<file path="src/rtl/mem_stage_ctrl_pkg.sv">
// Shared LC-3b type definitions used by the MEM stage and its data formatter.
package lc3b_types;

  typedef enum logic [1:0] {
    IDLE  = 2'd0,
    READ  = 2'd1,
    WRITE = 2'd2,
    DONE  = 2'd3
  } mem_state_t;

  typedef logic [1:0] lc3b_mem_be;

  localparam lc3b_mem_be BE_WORD = 2'b11;
  localparam lc3b_mem_be BE_LO   = 2'b01;
  localparam lc3b_mem_be BE_HI   = 2'b10;

  function automatic logic [15:0] sext8(input logic [7:0] b);
    return {{8{b[7]}}, b};
  endfunction

endpackage

</file>
<file path="src/rtl/mem_stage_ctrl_data_format.sv">
// Combinational byte/word lane formatting for LC-3b data-cache accesses:
// request-side address/enable/store-data shaping and response-side load extraction.
module mem_data_format
  import lc3b_types::*;
(
  input  logic             byte_op_i,
  input  logic [15:0]      addr_i,
  input  logic [15:0]      wdata_i,
  input  logic             rsp_byte_op_i,
  input  logic             rsp_lane_i,
  input  logic [15:0]      rsp_rdata_i,
  output logic [15:0]      address_o,
  output lc3b_mem_be       byte_enable_o,
  output logic [15:0]      wdata_o,
  output logic [15:0]      rdata_o
);

  always_comb begin
    if (byte_op_i) begin
      address_o     = addr_i;
      byte_enable_o = addr_i[0] ? BE_HI : BE_LO;
      wdata_o       = {wdata_i[7:0], wdata_i[7:0]};
    end else begin
      address_o     = {addr_i[15:1], 1'b0};
      byte_enable_o = BE_WORD;
      wdata_o       = wdata_i;
    end
  end

  // Lane 1 is the odd (high) byte of the word.
  always_comb begin
    if (rsp_byte_op_i) begin
      rdata_o = rsp_lane_i ? sext8(rsp_rdata_i[15:8]) : sext8(rsp_rdata_i[7:0]);
    end else begin
      rdata_o = rsp_rdata_i;
    end
  end

endmodule

</file>
<file path="src/rtl/mem_stage_ctrl.sv">
// LC-3b MEM stage data-cache controller: request/response handshake, stall, load return.
// Optional watchdog on mem_resp is built when MEM_TIMEOUT_EN is defined.
module mem_stage_ctrl
  import lc3b_types::*;
#(
  parameter int TIMEOUT_CYCLES = 255
) (
  input  logic        clk,
  input  logic        reset,
  input  logic        valid_in,
  input  logic        read_memory,
  input  logic        write_memory,
  input  logic        byte_op,
  input  logic [15:0] addr,
  input  logic [15:0] wdata,
  input  logic        mem_resp,
  input  logic [15:0] mem_rdata,
  output logic        mem_read,
  output logic        mem_write,
  output logic [15:0] mem_address,
  output logic [15:0] mem_wdata,
  output logic [1:0]  mem_byte_enable,
  output logic        stall,
  output logic [15:0] rdata_out,
  output logic        rdata_valid,
  output logic        timeout_err
);

  mem_state_t  state_q;
  logic        mem_read_q;
  logic        mem_write_q;
  logic [15:0] mem_address_q;
  logic [15:0] mem_wdata_q;
  lc3b_mem_be  mem_be_q;
  logic        byte_op_q;
  logic [15:0] rdata_out_q;
  logic        rdata_valid_q;

  logic        req;
  logic [15:0] fmt_address;
  lc3b_mem_be  fmt_be;
  logic [15:0] fmt_wdata;
  logic [15:0] fmt_rdata;

  assign req = valid_in & (read_memory | write_memory);

  mem_data_format u_fmt (
    .byte_op_i     (byte_op),
    .addr_i        (addr),
    .wdata_i       (wdata),
    .rsp_byte_op_i (byte_op_q),
    .rsp_lane_i    (mem_address_q[0]),
    .rsp_rdata_i   (mem_rdata),
    .address_o     (fmt_address),
    .byte_enable_o (fmt_be),
    .wdata_o       (fmt_wdata),
    .rdata_o       (fmt_rdata)
  );

`ifdef MEM_TIMEOUT_EN
  localparam int CNT_W = ($clog2(TIMEOUT_CYCLES + 1) > 8) ? $clog2(TIMEOUT_CYCLES + 1) : 8;
  localparam logic [CNT_W-1:0] TIMEOUT_LAST = CNT_W'(TIMEOUT_CYCLES - 1);

  logic [CNT_W-1:0] wait_cnt_q;
  logic             timeout_err_q;

  assign timeout_err = timeout_err_q;
`else
  logic unused_timeout_cfg;

  assign unused_timeout_cfg = (TIMEOUT_CYCLES != 0);
  assign timeout_err        = 1'b0;
`endif

  always_ff @(posedge clk or posedge reset) begin
    if (reset) begin
      state_q       <= IDLE;
      mem_read_q    <= 1'b0;
      mem_write_q   <= 1'b0;
      mem_address_q <= 16'h0000;
      mem_wdata_q   <= 16'h0000;
      mem_be_q      <= 2'b00;
      byte_op_q     <= 1'b0;
      rdata_out_q   <= 16'h0000;
      rdata_valid_q <= 1'b0;
`ifdef MEM_TIMEOUT_EN
      wait_cnt_q    <= '0;
      timeout_err_q <= 1'b0;
`endif
    end else begin
      unique case (state_q)
        IDLE: begin
          rdata_valid_q <= 1'b0;
`ifdef MEM_TIMEOUT_EN
          wait_cnt_q    <= '0;
`endif
          // A simultaneous load/store request resolves to the store.
          if (req) begin
            mem_address_q <= fmt_address;
            mem_wdata_q   <= fmt_wdata;
            mem_be_q      <= fmt_be;
            byte_op_q     <= byte_op;
            if (write_memory) begin
              state_q     <= WRITE;
              mem_write_q <= 1'b1;
            end else begin
              state_q     <= READ;
              mem_read_q  <= 1'b1;
            end
          end
        end
        READ, WRITE: begin
          if (mem_resp) begin
            mem_read_q  <= 1'b0;
            mem_write_q <= 1'b0;
            state_q     <= DONE;
            if (state_q == READ) begin
              rdata_out_q   <= fmt_rdata;
              rdata_valid_q <= 1'b1;
            end
          end
`ifdef MEM_TIMEOUT_EN
          else if (wait_cnt_q == TIMEOUT_LAST) begin
            timeout_err_q <= 1'b1;
            mem_read_q    <= 1'b0;
            mem_write_q   <= 1'b0;
            state_q       <= DONE;
            if (state_q == READ) begin
              rdata_out_q   <= 16'h0000;
              rdata_valid_q <= 1'b1;
            end
          end else begin
            wait_cnt_q <= wait_cnt_q + 1'b1;
          end
`endif
        end
        DONE: begin
          rdata_valid_q <= 1'b0;
          state_q       <= IDLE;
`ifdef MEM_TIMEOUT_EN
          wait_cnt_q    <= '0;
`endif
        end
        default: state_q <= IDLE;
      endcase
    end
  end

  // Stall is withheld while reset is asserted so an abandoned access frees the pipe at once.
  always_comb begin
    stall = 1'b0;
    if (!reset) begin
      unique case (state_q)
        IDLE:        stall = req;
        READ, WRITE: stall = 1'b1;
        DONE:        stall = 1'b0;
        default:     stall = 1'b0;
      endcase
    end
  end

  assign mem_read        = mem_read_q;
  assign mem_write       = mem_write_q;
  assign mem_address     = mem_address_q;
  assign mem_wdata       = mem_wdata_q;
  assign mem_byte_enable = mem_be_q;
  assign rdata_out       = rdata_out_q;
  assign rdata_valid     = rdata_valid_q;

endmodule

</file>
<file path="config.mk">
export PLATFORM = sky130hd
export DESIGN_NAME = mem_stage_ctrl
export DESIGN_NICKNAME = d
export VERILOG_FILES = /design/src/rtl/mem_stage_ctrl_pkg.sv /design/src/rtl/mem_stage_ctrl_data_format.sv /design/src/rtl/mem_stage_ctrl.sv
export SDC_FILE = /design/constraint.sdc
export NUM_CORES = 1
export LEC_CHECK = 0
export CAP_MARGIN = 20
export CORE_MARGIN = 2
export CORE_UTILIZATION = 40
export CTS_CLUSTER_SIZE = 20
export DETAILED_ROUTE_END_ITERATION = 12
export GPL_TIMING_DRIVEN = 0
export PLACE_DENSITY_LB_ADDON = 0.15
export SETUP_SLACK_MARGIN = 0.3
export SLEW_MARGIN = 20
export SYNTH_ARGS = -nofsm -noshare
export SYNTH_HDL_FRONTEND = slang
export SYNTH_SLANG_ARGS = --single-unit
</file>
<file path="constraint.sdc">
create_clock -name clk -period 4.62 [get_ports clk]
set_clock_uncertainty 0.05 [all_clocks]
set_input_delay 0.462 -clock clk [delete_from_list [all_inputs] [get_ports clk]]
set_output_delay 0.462 -clock clk [all_outputs]
set_load 0.01 [all_outputs]
</file>
==> out/qor.txt <==
status: finished, final reports clean
remaining global-route overflow: 0
post-synthesis async set-or-reset flop share: 100%
crit path kind: reg -> out
Die W: 83.9 µm
hpwl dp: 4140 µm
WHS Path Cells: 2
Layout Nets: 382
Fillers: 508
clk sink count: 56
CTS tree: done
RePlAce Congestion: 0.762
Peak Freq: 0.404 GHz
Post-Syn Area: 2550 µm²
Sequential Area: 1400 µm²
IO Pins: 110
share of layout cells above drive strength 1: 13.9%
CP required: 4.11 ns
Crit path arrival time: 1.97 ns
DRC errors left: 0
Post-synth EDFFs: 0
max cap viols: 0
H-tree depth: 2
Initial Utilization: 40.7%
period utilization: 53.6%
gr usage total: 16.5%
RSZ-0062 raised after global routing: no
Clock Root Buffer: clkbuf_8
pin count of the biggest net entering global routing: 32
most frequent cells in the layout: 108 x clkdlybuf4s50_1, 56 x dfrtp_1, 23 x nand2_1
Post-CTS Hold Buffers: 0
CTS resizes: 0
post-synthesis sequential area ratio: 54.9%
Layout area overhead: 50.3%
via count: 1,910
hold-critical path endpoint: mem_wdata[9]
Detailed Routing Iterations Pass 1: 4
Clock Tree Buf Depth: 2
initial DRC count: 50
CP max FO: 7
Seq cells post-synth: 56
Setup Fix Bufs, Post-CTS: 0
CP Capture Type: primary output
synth unique cells: 28
CTS buffer count: 5
R2R depth: 5
worst IR drop on VDD: 0.295 mV
first-pass GRT wire length: 9450 µm
Total Wirelength: 5590 µm
Hold Crit Class: reg -> reg
# port buffers: 108
post-layout util: 61.2%
max-slew violation count: 0
ant diodes: 0
R2R Setup Slk: 2.88 ns
leading cell type in the layout, fill and taps excluded: clkdlybuf4s50_1
initial antenna violation count: 0
area of the multi-input gates: 1060 µm²
die height: 83.9 µm
die area: 7040 µm²
reg2reg end: mem_wdata[3]
minimum clock period: 2.48 ns
TNS Setup: 0 ns
leakage: 0.00175 µW
vias in the first global route: 1,950
total setup violations reported at the end of the flow: 0
cell count after synthesis: 206
Net Count, Synth: 266
CTS clock-pin slew for the worst setup and hold paths: 0.09 ns
Worst-Skew Late Latency: 0.30 ns
FF-to-FF Start: state_q[0]
Mean Syn Cell Area: 12.4 µm²
Via density: 4.78
Startpoint Class: flop
PD cells: 610 nW/µm²
ys flop type: dfrtp_1
endpoints failing hold: 0
core region area: 6280 µm²
Syn. warnings: 0
min-delay src: mem_wdata[9]
row cnt: 29
DR WL/cell: 14.0 µm
post-route antenna net violation count: 0
[synthesized netlist by cell type, types with 4 or more instances]
cell | instances | share of area [%]
dfrtp_1 | 56 | 55
nand2_1 | 23 | 3.4
o21ai_0 | 22 | 4.3
mux2_4 | 20 | 12
mux2i_1 | 16 | 6.3
a21oi_1 | 10 | 2.0
nand2b_1 | 10 | 2.4
nor2_1 | 9 | 1.3
mux2_2 | 8 | 3.5
ha_1 | 5 | 2.4
inv_1 | 4 | 0.59
[layer usage]
layer	global-route usage [%]	share of wire [%]
met5	0	0
met4	3.52	0.52
met3	4.55	5.7
met2	27.1	48
met1	21.9	45
[registers in the layout, indices dropped and copies added, names as in the netlist]
signal / count
mem_write: 1
byte_op_q: 1
mem_read: 1
mem_wdata: 16
mem_address: 16
rdata_out: 16
rdata_valid: 1
state_q: 2
mem_byte_enable: 2
[per-stage QoR]
stage / setup slack (ns) / total power (µW) / area, µm² / cells / hold WS [ns]
after floorplan: 2.74 / 1480 / 2550 / 206 / 0.448
after global placement: 1.56 / 2080 / 3730 / 391 / 0.410
after detailed placement: 2.19 / 2100 / 3750 / 392 / 0.420
after CTS: 2.11 / 2370 / 3840 / 400 / 0.443
after global routing: 1.96 / 2510 / 3840 / 400 / 0.463
final: 2.14 / 2340 / 3840 / 400 / 0.434
[worst max-delay path by stage]
stage                     cells past startpoint         start        endpoint  slack (ns)
final                                         5    state_q[0]           stall        2.14
after global routing                          5    state_q[0]           stall        1.96
after floorplan                               1         reset       byte_op_q        2.74
after CTS                                     5    state_q[0]           stall        2.11
after global placement                        2         reset  mem_address[4]        1.56
after detailed placement                      4  write_memory           stall        2.19
[power breakdown]
group          internal, µW  switching [µW]  leakage [µW]  total (µW)
combinational           743             477       0.00104        1220
sequential              731             128      0.000670         858
clock                   109             154     0.0000424         263
[worst max-delay path, stage by stage (launching register included)]
cell             delay, ns
dfrtp_1               0.39
inv_1                 0.10
ha_1                  0.40
nand2b_1              0.11
a21oi_1               0.13
clkdlybuf4s50_1       0.55
[area by class of cell]
type / instances / share of cell area (%)
inverters: 4 / 0.456
clock inverters: 1 / 0.228
repair buffers: 109 / 28.7
flip-flops and latches: 56 / 36.5
plain buffers: 10 / 1.92
well taps: 77 / 2.51
multi-input cells: 136 / 27.7
clock buffers: 7 / 1.99
[kinds of logic after synthesis]
| family | count (synthesis) | share of synthesized area (%) |
|---|---|---|
| simple gates | 46 | 8.23 |
| mux | 44 | 21.6 |
| compound gates | 40 | 9.26 |
| buf+inv | 14 | 3.48 |
| other cells | 1 | 0.147 |
| flops | 56 | 54.9 |
| fa+ha+maj | 5 | 2.45 |
Power figures use the tool's default switching activity.
